<file path="src/rtl/mem_stage_lsu.sv">
// MEM-stage load/store unit: lane steering, load extension, misalignment faults
// and bus timeout around a single-outstanding handshaked data-memory bus.
module mem_stage_lsu #(
  parameter int TIMEOUT = 16
) (
  input  logic        clk,
  input  logic        rst_n,
  input  logic [31:0] alu_in,
  input  logic [31:0] wdata_in,
  input  logic [2:0]  funct3_in,
  input  logic        MemWriteM,
  input  logic        MemtoRegM,
  output logic        stall_out,
  output logic [31:0] load_data_out,
  output logic        load_valid,
  output logic        access_fault,
  output logic        timeout_err,
  output logic        dmem_req,
  output logic        dmem_we,
  output logic [31:0] dmem_addr,
  output logic [3:0]  dmem_be,
  output logic [31:0] dmem_wdata,
  input  logic        dmem_ready,
  input  logic [31:0] dmem_rdata
);

  localparam int CW = $clog2(TIMEOUT + 1);
  localparam logic [CW-1:0] CNT_LAST = CW'(TIMEOUT - 1);

  typedef enum logic [1:0] {S_IDLE, S_REQ, S_DONE} state_t;

  state_t        state_q, state_d;
  logic [CW-1:0] cnt_q, cnt_d;
  logic [31:0]   addr_q, addr_d;
  logic [31:0]   wdata_q, wdata_d;
  logic [31:0]   load_data_q, load_data_d;
  logic [3:0]    be_q, be_d;
  logic          we_q, we_d;
  logic [1:0]    off_q, off_d;
  logic [2:0]    f3_q, f3_d;
  logic          load_valid_q, load_valid_d;
  logic          access_fault_q, access_fault_d;
  logic          timeout_err_q, timeout_err_d;

  logic          access, f3_legal, misaligned, fault;
  logic          stall_c, req_c;
  logic [3:0]    be_calc;
  logic [31:0]   wdata_calc;

  function automatic logic [31:0] extract_load(input logic [31:0] rdata,
                                               input logic [1:0]  off,
                                               input logic [2:0]  f3);
    logic [31:0] sh;
    sh = rdata >> {off, 3'b000};
    case (f3)
      3'b000:  return {{24{sh[7]}}, sh[7:0]};
      3'b001:  return {{16{sh[15]}}, sh[15:0]};
      3'b100:  return {24'd0, sh[7:0]};
      3'b101:  return {16'd0, sh[15:0]};
      default: return sh;
    endcase
  endfunction

  // Decode of the access presented by EX/MEM; a set MemWriteM always means store.
  always_comb begin
    access = MemWriteM | MemtoRegM;
    case (funct3_in)
      3'b000, 3'b001, 3'b010: f3_legal = 1'b1;
      3'b100, 3'b101:         f3_legal = ~MemWriteM;
      default:                f3_legal = 1'b0;
    endcase
    misaligned = ((funct3_in[1:0] == 2'b01) && alu_in[0]) ||
                 ((funct3_in == 3'b010) && (alu_in[1:0] != 2'b00));
    fault = access & (~f3_legal | misaligned);
    case (funct3_in[1:0])
      2'b00: begin
        be_calc    = 4'b0001 << alu_in[1:0];
        wdata_calc = {4{wdata_in[7:0]}};
      end
      2'b01: begin
        be_calc    = alu_in[1] ? 4'b1100 : 4'b0011;
        wdata_calc = {2{wdata_in[15:0]}};
      end
      default: begin
        be_calc    = 4'b1111;
        wdata_calc = wdata_in;
      end
    endcase
  end

  always_comb begin
    state_d        = state_q;
    cnt_d          = cnt_q;
    addr_d         = addr_q;
    wdata_d        = wdata_q;
    be_d           = be_q;
    we_d           = we_q;
    off_d          = off_q;
    f3_d           = f3_q;
    load_data_d    = load_data_q;
    load_valid_d   = 1'b0;
    access_fault_d = 1'b0;
    timeout_err_d  = 1'b0;
    stall_c        = 1'b0;
    req_c          = 1'b0;
    case (state_q)
      S_IDLE: begin
        if (access && !fault) begin
          stall_c = 1'b1;
          state_d = S_REQ;
          cnt_d   = '0;
          addr_d  = {alu_in[31:2], 2'b00};
          be_d    = be_calc;
          we_d    = MemWriteM;
          wdata_d = wdata_calc;
          off_d   = alu_in[1:0];
          f3_d    = funct3_in;
        end else if (access) begin
          access_fault_d = 1'b1;
        end
      end
      S_REQ: begin
        stall_c = 1'b1;
        req_c   = 1'b1;
        // Ready on the final allowed cycle still counts as a completion.
        if (dmem_ready) begin
          state_d = S_DONE;
          if (!we_q) begin
            load_valid_d = 1'b1;
            load_data_d  = extract_load(dmem_rdata, off_q, f3_q);
          end
        end else if (cnt_q == CNT_LAST) begin
          state_d       = S_DONE;
          timeout_err_d = 1'b1;
        end else begin
          cnt_d = cnt_q + 1'b1;
        end
      end
      S_DONE: begin
        state_d = S_IDLE;
        cnt_d   = '0;
        addr_d  = '0;
        wdata_d = '0;
        be_d    = '0;
        we_d    = 1'b0;
      end
      default: state_d = S_IDLE;
    endcase
  end

  always_ff @(posedge clk or negedge rst_n) begin
    if (!rst_n) begin
      state_q        <= S_IDLE;
      cnt_q          <= '0;
      addr_q         <= '0;
      wdata_q        <= '0;
      be_q           <= '0;
      we_q           <= 1'b0;
      off_q          <= '0;
      f3_q           <= '0;
      load_data_q    <= '0;
      load_valid_q   <= 1'b0;
      access_fault_q <= 1'b0;
      timeout_err_q  <= 1'b0;
    end else begin
      state_q        <= state_d;
      cnt_q          <= cnt_d;
      addr_q         <= addr_d;
      wdata_q        <= wdata_d;
      be_q           <= be_d;
      we_q           <= we_d;
      off_q          <= off_d;
      f3_q           <= f3_d;
      load_data_q    <= load_data_d;
      load_valid_q   <= load_valid_d;
      access_fault_q <= access_fault_d;
      timeout_err_q  <= timeout_err_d;
    end
  end

  // Stall is gated by reset so nothing is requested while rst_n is low.
  assign stall_out     = stall_c & rst_n;
  assign dmem_req      = req_c;
  assign dmem_we       = we_q;
  assign dmem_addr     = addr_q;
  assign dmem_be       = be_q;
  assign dmem_wdata    = wdata_q;
  assign load_data_out = load_data_q;
  assign load_valid    = load_valid_q;
  assign access_fault  = access_fault_q;
  assign timeout_err   = timeout_err_q;

endmodule

</file>
<file path="config.mk">
export PLATFORM = sky130hd
export DESIGN_NAME = mem_stage_lsu
export DESIGN_NICKNAME = d
export VERILOG_FILES = /design/src/rtl/mem_stage_lsu.sv
export SDC_FILE = /design/constraint.sdc
export NUM_CORES = 1
export LEC_CHECK = 0
export BUFFER_PORTS_ARGS = -buffer_cell sky130_fd_sc_hd__buf_2
export CAP_MARGIN = 30
export CORE_ASPECT_RATIO = 0.6
export CORE_MARGIN = 2
export CORE_UTILIZATION = 49
export CTS_CLUSTER_DIAMETER = 40
export CTS_CLUSTER_SIZE = 28
export DETAILED_ROUTE_END_ITERATION = 8
export PLACE_DENSITY = 0.81
export RECOVER_POWER = 100
export SLEW_MARGIN = 40
export SYNTH_ARGS = -nofsm -noshare
export SYNTH_HDL_FRONTEND = slang
export SYNTH_SLANG_ARGS = --single-unit
</file>
<file path="constraint.sdc">
create_clock -name clk -period 3 [get_ports clk]
set_input_delay 0.45 -clock clk [delete_from_list [all_inputs] [get_ports clk]]
set_output_delay 0.45 -clock clk [all_outputs]
set_load 0.02 [all_outputs]
</file>
==> Flow_metrics.wiki <==
{| class="wikitable"
! Metric !! Value
|-
| Peak Freq || 0.392 GHz
|-
| Via count || 4,730
|-
| Y dimension of the die || 84.0 µm
|-
| Cells resized by post-CTS repair || 0
|-
| Routability-driven placement congestion ratio || roughly 0.97
|-
| GR Util All Layers || 0.266
|-
| CP Max Fanout || 43
|-
| Setup total negative slack || 0 ns
|-
| Die Span X || 137 µm
|-
| Total global routing overflow || 0
|-
| Sinks on Clock Net || 114
|-
| Routed len/inst || around 18 µm
|-
| End of the critical path || load_data_out[0]$_DFFE_PN0P_
|-
| Hold-fix buffers, CTS || 0
|-
| Number of antenna violations at the first check in global routing || 0
|-
| Dominant combinational cell family by area after synthesis || compound AO/OA/AOI/OAI gates
|-
| Hold slack final || -0.00555 ns
|-
| Outcome || finished with violations
|-
| Antenna diode count || 0
|-
| Detail Placement HPWL || 10,700 µm
|-
| Setup Viol. Count Final || 0
|-
| Synthesis-to-layout area growth || 30.3%
|-
| Simple-Gate Fraction of Synth Area || 0.125
|-
| Clock tree root buffer cell || clkbuf_16
|-
| Number of instances in the synthesized netlist || 502
|-
| Startpoint Class || flop
|-
| Max-slew violations || 38
|-
| Violations in the final reports || negative hold slack, max-capacitance violations, max-slew violations
|-
| Clk pin slew, worst setup/hold paths || 0.05 ns
|-
| Final hold violations || 9
|-
| Die Outline Area || ~12,000 µm²
|-
| Worst reg2reg setup slack || 0.45 ns
|-
| Xor-xnor portion of the synthesized cell area || 0
|-
| Hold crit path type || primary input to asynchronous set/reset pin
|-
| Place WS || 0.531 ns
|-
| Adder and majority cell fraction of the synthesized area || 0.00478
|-
| Pin count of the biggest net entering global routing || 65
|-
| Total of flip-flops plus latches after synthesis || about 110
|-
| Worst Reg-to-Reg Cells || 4
|-
| TritonCTS clock tree || built
|-
| Top-level port count || 210
|-
| Worst endpoint data arrival time || 2.83 ns
|-
| Core area || 10,500 µm²
|-
| Dominant synthesized flop cell || dfrtp_1
|-
| Site row count || 29
|-
| Startpoint of the most critical setup path || state_q[1]$_DFFE_PN0P_
|-
| Average via count per standard cell || between 5 and 6
|-
| Worst R2R Start || state_q[1]$_DFFE_PN0P_
|-
| DRC violations left || 0
|-
| Via count of the first global-routing pass || 4,565
|-
| TritonCTS Buffers || 17
|-
| Lkg Pwr || 3.19 nW
|-
| First-pass GRT wire length || 23,600 µm
|-
| Htree depth || 4
|-
| Worst Slack Setup Final || 0.450 ns
|-
| # port buffers || 207
|-
| Remaining number of nets flagged by the antenna check after routing || 0
|-
| Post-synthesis cell area || 5230 µm²
|-
| Initial drt markers || 372
|-
| Clock tree skew after final layout || ~0.0093 ns
|-
| Crit share post-route || 0.850
|-
| Post-Route WL || 14,900 µm
|-
| Sequential cell area fraction in the yosys report || 0.545
|-
| Largest voltage drop on the vdd net || between 0.4 and 0.5 mV
|-
| Maximum clock path buffer count || 2
|-
| PwrDens || 1000 nW/µm²
|-
| Initial Utilization || 0.499
|-
| Worst slew margin relative to its limit || -0.337
|-
| Crit path time final || 2.55 ns
|-
| Count of flip-flops with a built-in enable after synthesis || 0
|-
| Number of detailed-routing iterations run before antenna repair || 5
|-
| Post-synthesis cell type count || 46
|-
| Clk Latency, worst-skew pair || approximately 0.40 ns
|-
| Element type at the critical path end || flop
|-
| Max-capacitance violation count || 1
|-
| Transition time at the pin with the least slew margin || 2.01 ns
|-
| Setup repair after global routing missed its margin || no
|-
| Async set or reset register ratio after synthesis || 1.00
|-
| Net count reported at finish || 807
|-
| Mean area per synthesized cell || 10.4 µm²
|-
| Share of cell area taken by muxes after synthesis || 0.113
|-
| Post-CTS setup buffers || 0
|-
| Fraction of final layout cells sized beyond drive strength 1 || 0.229
|-
| Kind of critical path || flop to flop
|-
| Fraction of the mapped netlist area in compound gates || 0.171
|-
| CP Data Required Time || 3.28 ns
|-
| Capturing point of the worst reg2reg path || load_data_out[0]$_DFFE_PN0P_
|-
| Count of yosys warnings during synthesis || 0
|}
-- logic make-up after synthesis --
kind of cell,after synthesis
AND/OR/NAND/NOR,149
AO/OA/AOI/OAI,134
flip-flops,114
multiplexers,57
buffers and inverters,45
adder cells (fa/ha/maj),2
other,1
-- state kept, by name, summed over array words and instances (netlist names) --
signal and cells:
cnt_q 5, load_valid 1, dmem_addr 30, load_data_out 32, state_q 2, timeout_err 1, access_fault 1, dmem_be 4
dmem_we 1, dmem_wdata 32, off_q 2, f3_q 3
-- per-layer routing --
layer	wire length [µm]	vias to the layer above	part of all wire	track usage
met5	0	-	0	0
met3	987	24	0.066	0.0656
met2	6990	220	0.47	0.398
met1	6710	2309	0.45	0.379
li1	-	2177	-	-
met4	250	0	0.017	0.0909
-- how the worst min path moves through the flow --
stage / from / slack [ns] / endpoint / cells after the start
after detailed placement: rst_n / 0.43 / dmem_wdata[23]$_DFFE_PN0P_ / 1
final: rst_n / -0.006 / dmem_wdata[21]$_DFFE_PN0P_ / 1
after global placement: rst_n / 0.43 / dmem_wdata[23]$_DFFE_PN0P_ / 1
after floorplan: rst_n / 0.15 / access_fault$_DFF_PN0_ / 0
after global routing: rst_n / 0.03 / dmem_wdata[13]$_DFFE_PN0P_ / 1
after CTS: rst_n / 0.005 / dmem_wdata[23]$_DFFE_PN0P_ / 1
-- worst max-delay path, cell delays in order (launching register included) --
cell and delay [ns]:
dfrtp_1 0.46, nand2b_1 0.25, nor3b_1 1.03, buf_12 0.30, mux2_2 0.37
-- cell usage after synthesis, types with 2 or more instances --
master | number | share of area
a21o_1 | 2 | 0.0029
a21oi_1 | 18 | 0.017
a22o_1 | 39 | 0.065
a31oi_1 | 17 | 0.020
and2_1 | 7 | 0.0084
buf_1 | 5 | 0.0036
buf_2 | 10 | 0.0096
buf_4 | 6 | 0.0086
clkbuf_1 | 17 | 0.012
dfrtp_1 | 114 | 0.55
ha_1 | 2 | 0.0048
inv_1 | 6 | 0.0043
mux2_2 | 16 | 0.034
mux2i_1 | 41 | 0.078
nand2_1 | 70 | 0.050
nand2b_1 | 4 | 0.0048
nand3_1 | 3 | 0.0029
nor2_1 | 48 | 0.034
nor2b_1 | 3 | 0.0036
nor3_1 | 2 | 0.0019
nor4_1 | 2 | 0.0024
o21ai_0 | 36 | 0.034
o21ai_1 | 10 | 0.0096
o31ai_1 | 2 | 0.0029
-- through the flow --
step | util | area, µm² | power (mW) | std cells | hold slack [ns]
after global routing | 0.650 | 6820 | 7.19 | 852 | 0.0257
after global placement | 0.610 | 6400 | 4.87 | 821 | 0.428
after floorplan | - | 5240 | 4.00 | 503 | 0.154
final | 0.650 | 6820 | 6.82 | 852 | -0.00555
after detailed placement | 0.611 | 6410 | 4.97 | 821 | 0.431
after CTS | 0.667 | 7000 | 7.00 | 852 | 0.00487
-- final cells by class --
cell class,instances,area [µm²]
timing repair buffer,218,1010
clock buffer,18,429
fill,879,3670
multi-input combinational,344,2170
tap,139,174
inverter,6,22.5
sequential,114,2850
clock inverter,13,163
-- layout by cell type (no fill, tap or decap), types with 4 or more instances in the layout --
cell type | netlist | layout
a22o_1 | 39 | 39
mux2_2 | 16 | 16
inv_1 | 6 | 6
nand2_1 | 70 | 70
mux2i_1 | 41 | 41
nor2_1 | 48 | 48
nand2b_1 | 4 | 4
clkbuf_1 | 17 | 107
buf_2 | 10 | 102
o21ai_1 | 10 | 5
a31oi_1 | 17 | 17
o21ai_0 | 36 | 41
clkbuf_16 | 0 | 17
a21oi_1 | 18 | 18
dfrtp_1 | 114 | 114
buf_4 | 6 | 6
and2_1 | 7 | 7
-- where the power goes --
group | switching [mW] | leakage (nW) | internal, mW
combinational | 1.60 | 1.49 | 0.786
sequential | 0.360 | 1.42 | 2.08
clock | 0.701 | 0.282 | 1.30
total | 2.66 | 3.19 | 4.17
Power figures use the tool's default switching activity.
